`config.mk`:
```
export PLATFORM = sky130hd
export DESIGN_NAME = cube_sum_ctrl
export DESIGN_NICKNAME = d
export VERILOG_FILES = /design/src/rtl/cube_sum_ctrl.sv
export SDC_FILE = /design/constraint.sdc
export NUM_CORES = 1
export LEC_CHECK = 0
export CAP_MARGIN = 25
export CORE_MARGIN = 4
export CORE_UTILIZATION = 35
export DETAILED_ROUTE_END_ITERATION = 6
export GPL_TIMING_DRIVEN = 0
export PLACE_DENSITY = 0.56
export REMOVE_ABC_BUFFERS = 1
export SYNTH_ARGS = -nofsm -noshare
export SYNTH_HDL_FRONTEND = slang
export SYNTH_SLANG_ARGS = --single-unit
```
`constraint.sdc`:
```
create_clock -name clk_i -period 3.8 [get_ports clk_i]
set_clock_uncertainty 0.15 [all_clocks]
set_input_delay 0.76 -clock clk_i [delete_from_list [all_inputs] [get_ports clk_i]]
set_output_delay 0.76 -clock clk_i [all_outputs]
set_load 0.02 [all_outputs]
```
`src/rtl/cube_sum_ctrl.sv`:
```
// Sequencer/collector around the cube engine: issues each non-zero sample with a start
// pulse, waits out the engine's busy code, and accumulates N_SAMPLES cubes into one sum.
module cube_sum_ctrl #(
    parameter int unsigned N_SAMPLES = 4,
    parameter int unsigned ACC_W     = 32,
    parameter int unsigned TIMEOUT   = 8
) (
    input  logic             clk_i,
    input  logic             rst_i,
    input  logic [7:0]       in_x_bi,
    input  logic             in_valid_i,
    output logic             in_ready_o,
    output logic [7:0]       cube_x_o,
    output logic             cube_start_o,
    input  logic [1:0]       cube_busy_i,
    input  logic [23:0]      cube_y_i,
    output logic [ACC_W-1:0] sum_bo,
    output logic             sum_valid_o,
    input  logic             sum_ready_i,
    output logic             err_o
);

    localparam int unsigned CntW = $clog2(N_SAMPLES + 1);
    localparam int unsigned TmoW = $clog2(TIMEOUT + 1);
    localparam logic [CntW-1:0] LastCnt = CntW'(N_SAMPLES - 1);
    localparam logic [TmoW-1:0] TmoLast = TmoW'(TIMEOUT - 1);

    typedef enum logic [2:0] {
        StIdle,
        StIssue,
        StWaitBusy,
        StWaitDone,
        StOutput
    } state_e;

    state_e            state_q, state_d;
    logic [ACC_W-1:0]  acc_q, acc_d;
    logic [CntW-1:0]   count_q, count_d;
    logic [TmoW-1:0]   tmo_q, tmo_d;
    logic [7:0]        x_q, x_d;
    logic              start_q, start_d;
    logic [ACC_W-1:0]  sum_q, sum_d;
    logic              sum_valid_q, sum_valid_d;
    logic              err_q, err_d;
    logic [ACC_W-1:0]  y_ext;

    assign y_ext = ACC_W'(cube_y_i);

    always_comb begin
        state_d     = state_q;
        acc_d       = acc_q;
        count_d     = count_q;
        tmo_d       = tmo_q;
        x_d         = x_q;
        start_d     = 1'b0;
        sum_d       = sum_q;
        sum_valid_d = sum_valid_q;
        err_d       = err_q;

        unique case (state_q)
            StIdle: begin
                if (in_valid_i) begin
                    x_d = in_x_bi;
                    if (in_x_bi == 8'd0) begin
                        // The engine never goes busy for x=0, so count it locally as a zero cube.
                        count_d = count_q + CntW'(1);
                        if (count_q == LastCnt) begin
                            state_d     = StOutput;
                            sum_d       = acc_q;
                            sum_valid_d = 1'b1;
                        end
                    end else begin
                        state_d = StIssue;
                        start_d = 1'b1;
                    end
                end
            end
            StIssue: begin
                state_d = StWaitBusy;
                tmo_d   = '0;
            end
            StWaitBusy: begin
                if (cube_busy_i != 2'd0) begin
                    state_d = StWaitDone;
                end else if (tmo_q == TmoLast) begin
                    err_d   = 1'b1;
                    acc_d   = '0;
                    count_d = '0;
                    state_d = StIdle;
                end else begin
                    tmo_d = tmo_q + TmoW'(1);
                end
            end
            StWaitDone: begin
                if (cube_busy_i == 2'd0) begin
                    acc_d   = acc_q + y_ext;
                    count_d = count_q + CntW'(1);
                    if (count_q == LastCnt) begin
                        state_d     = StOutput;
                        sum_d       = acc_q + y_ext;
                        sum_valid_d = 1'b1;
                    end else begin
                        state_d = StIdle;
                    end
                end
            end
            StOutput: begin
                if (sum_ready_i) begin
                    sum_valid_d = 1'b0;
                    acc_d       = '0;
                    count_d     = '0;
                    state_d     = StIdle;
                end
            end
            default: state_d = StIdle;
        endcase
    end

    always_ff @(posedge clk_i or negedge rst_i) begin
        if (!rst_i) begin
            state_q     <= StIdle;
            acc_q       <= '0;
            count_q     <= '0;
            tmo_q       <= '0;
            x_q         <= '0;
            start_q     <= 1'b0;
            sum_q       <= '0;
            sum_valid_q <= 1'b0;
            err_q       <= 1'b0;
        end else begin
            state_q     <= state_d;
            acc_q       <= acc_d;
            count_q     <= count_d;
            tmo_q       <= tmo_d;
            x_q         <= x_d;
            start_q     <= start_d;
            sum_q       <= sum_d;
            sum_valid_q <= sum_valid_d;
            err_q       <= err_d;
        end
    end

    // Start is a register set on entry to ISSUE so the pulse is glitch-free.
    assign cube_start_o = start_q;
    assign cube_x_o     = x_q;
    assign in_ready_o   = (state_q == StIdle) && rst_i;
    assign sum_bo       = sum_q;
    assign sum_valid_o  = sum_valid_q;
    assign err_o        = err_q;

endmodule

```
==> run_results.csv <==
group,metric,value,unit
cells_and_area,fillers,1388,
die,core-area,0.0141,mm²
die,start_util,36.3,%
yosys,async_flop_share,100,%
yosys,synthTopCellsByCount,"nand2_1 (94), dfrtp_1 (85), nor2_1 (58)",
cells_and_area,regArea,0.00213,mm²
drt,wl_per_cell,15.3,µm
yosys,netlist_instances,586,
yosys,synth-seq-cells,85,
cells_and_area,num_antenna_cells,0,
yosys,yosysSeqAreaShare,41.6,%
yosys,synth.top_cells.by_area,"dfrtp_1 (42%), nand2_1 (6.9%), ha_1 (6.6%)",
place,gp_congestion,0.829,
power,power_density,762,mW/mm²
drt,drtAntennaViolNets,0,
sta,fmax,274,MHz
sta,worst_pin_slew,0.950,ns
global_routing,antenna_found_initial,0,
worst_setup_path,cp_max_fo,4,
cts,postCtsHoldBufs,0,
drt,wirelength,12.8,mm
cells_and_area,drive_gt1_share,7.91,%
cells_and_area,multiInputGateArea,0.00285,mm²
yosys,netlist_area,0.00512,mm²
cts,cts-root-buf,"clkbuf_16",
place,placed_cells,821,
worst_setup_path,worstSetupStartpointType,"input port",
place,dp_hpwl,9.22,mm
global_routing,grt_overflow,0,
hold_path,hold_path_class,"input port to async pin",
yosys,yosysTopAreaCellShare,41.6,%
sta,finalHoldViolCount,0,
yosys,ys.flop_type,"dfrtp_1",
die,die_area,0.0166,mm²
cells_and_area,area_growth,26.1,%
global_routing,grt_pass1_wl,21.8,mm
drt,vias,4438,
worst_setup_path,endpoint_kind,"flip-flop",
drt,drt-initial-drc-count,237,
die,fp-row-count,43,
cts,cts_setup_buffers,0,
cells_and_area,fin_cells,837,
global_routing,gr-usage-all-layers,16.0,%
cts,clkLatencyLatePin,0.34,ns
yosys,synth_area_leader_cell,"dfrtp_1",
sta,setup_viol,0,
sta,min_period_over_period,95.9,%
sta,max-slew-margin-rel,36.4,%
yosys,synth_most_common_cell,"nand2_1",
power,p_total,4.92,mW
cts,cts.htree.levels,3,
sta,drv_slew,0,
worst_setup_path,criticalPathCategory,"input port to flip-flop",
yosys,ys_types,57,
sta,layout_min_cycle_time,3.65,ns
worst_setup_path,ff2ff_setup_slack,0.62,ns
global_routing,grt_max_degree,65,
global_routing,grt_pass1_vias,4400,
drt,via_per_inst,5.30,
yosys,synth_edf_count,0,
worst_setup_path,cp_data_required_time,3.83,ns
die,dieWidth,129,µm
yosys,ys_warn_count,0,
run_status,status,"completed",
place,io_buffers,81,
power,ir_drop,0.309,mV
run,drv_cap,0,
worst_setup_path,arrival,3.67,ns
power,p_leak,2.71,nW
die,die_y,129,µm
cts,cts_buffers,9,
cts,cts_buffer_depth,2,
drt,drc_errors,0,
cells_and_area,fin_nets,718,
cts,cts.sinks,85,
cts,clkTransAtPathRegs,0.06,ns
cts,cts_tree,"done",
yosys,syn_avg_cell_area,8.73,µm²
drt,drt-pass1-iter-count,4,
die,num_io_pins,82,
sta,rsz0062_at_grt,"no",
## worst max-delay path, stage by stage
cell and delay [ns]:
clkdlybuf4s50_1 0.42, ha_1 0.24, fa_1 0.41, a21o_1 0.22
a221oi_4 0.35, o21ai_1 0.17, a21bo_2 0.26, a221oi_2 0.34
o21a_1 0.19, xor2_1 0.19, a311oi_1 0.12
## where the power goes
part | internal, mW | switching (mW)
sequential | 1.24 | 0.246
combinational | 1.09 | 1.43
clock | 0.562 | 0.355
total | 2.89 | 2.03
## area by class of cell
type	instances	area share [%]
Sequential cell	85	33.0
Tap cell	180	3.49
Clock buffer	13	4.19
Timing Repair Buffer	86	14.1
Clock inverter	3	0.659
Inverter	9	0.523
Multi-Input combinational cell	461	44.1
## registers in the layout, indices dropped and copies added (netlist names)
name          count
acc_q            32
count_q           3
cube_start_o      1
cube_x_o          8
err_o             1
state_q           3
sum_bo           32
sum_valid_o       1
tmo_q             4
## what timing repair did
item / in CTS / in global routing
hold endpoints to repair: 0 / 0
setup endpoints to repair: 0 / 2
resized for setup: 0 / 1
## routing by layer
metal | GRT usage (%) | vias to the layer above | wire length (µm)
met2 | 25.6 | 76 | 6100
met4 | 5.68 | 0 | 262
met3 | 2.45 | 19 | 476
met5 | 0 | - | 0
met1 | 22.2 | 2113 | 5970
li1 | - | 2230 | -
## worst paths after layout
| path | start | end | depth (start not counted) |
|---|---|---|---|
| max in group asynchronous | rst_i | acc_q[4] | 2 |
| min in group clk_i | err_o | err_o | 1 |
| max reg2reg | acc_q[0] | sum_bo[20] | 10 |
| min | rst_i | sum_bo[9] | 1 |
| max | cube_y_i[0] | sum_bo[20] | 11 |
| min reg2reg | err_o | err_o | 1 |
## kinds of logic after synthesis
logic type               after synthesis  synth area share [%]
buffers and inverters                 40                  3.13
AND/OR/NAND/NOR                      230                  20.7
flip-flops                            85                  41.6
multiplexers                          15                  3.25
XOR/XNOR                              26                  4.45
AO/OA/AOI/OAI                        162                  19.9
adder cells (fa/ha/maj)               28                  6.99
## placed cells by master (no fill, tap or decap), types with 6 or more instances in the layout
cell,Yosys,routed
a21oi_1,43,43
a31oi_1,14,14
clkbuf_16,0,9
clkdlybuf4s50_1,0,80
dfrtp_1,85,85
ha_1,27,27
inv_1,9,9
mux2_2,13,13
nand2_1,94,93
nand3_1,21,21
nand4_1,7,7
nor2_1,58,58
nor3_1,13,13
o21ai_0,50,50
or3_1,6,6
xnor2_1,16,16
xor2_1,10,10
## stage by stage
stage | setup TNS (ns) | hold slack, ns | area, µm² | utilization (%) | setup slack (ns)
CTS | 0 | 0.158 | 6440 | 45.7 | 0.0192
detailed placement | -1.83 | 0.314 | 6130 | 43.5 | -0.327
finish | 0 | 0.162 | 6450 | 45.8 | 0.155
floorplan | 0 | 0.314 | 4990 | - | 0.471
global placement | -149.00 | 0.305 | 6030 | 42.8 | -2.39
global route | 0 | 0.176 | 6450 | 45.8 | 0.00375
Note: power is estimated with default switching activity, not from simulation.
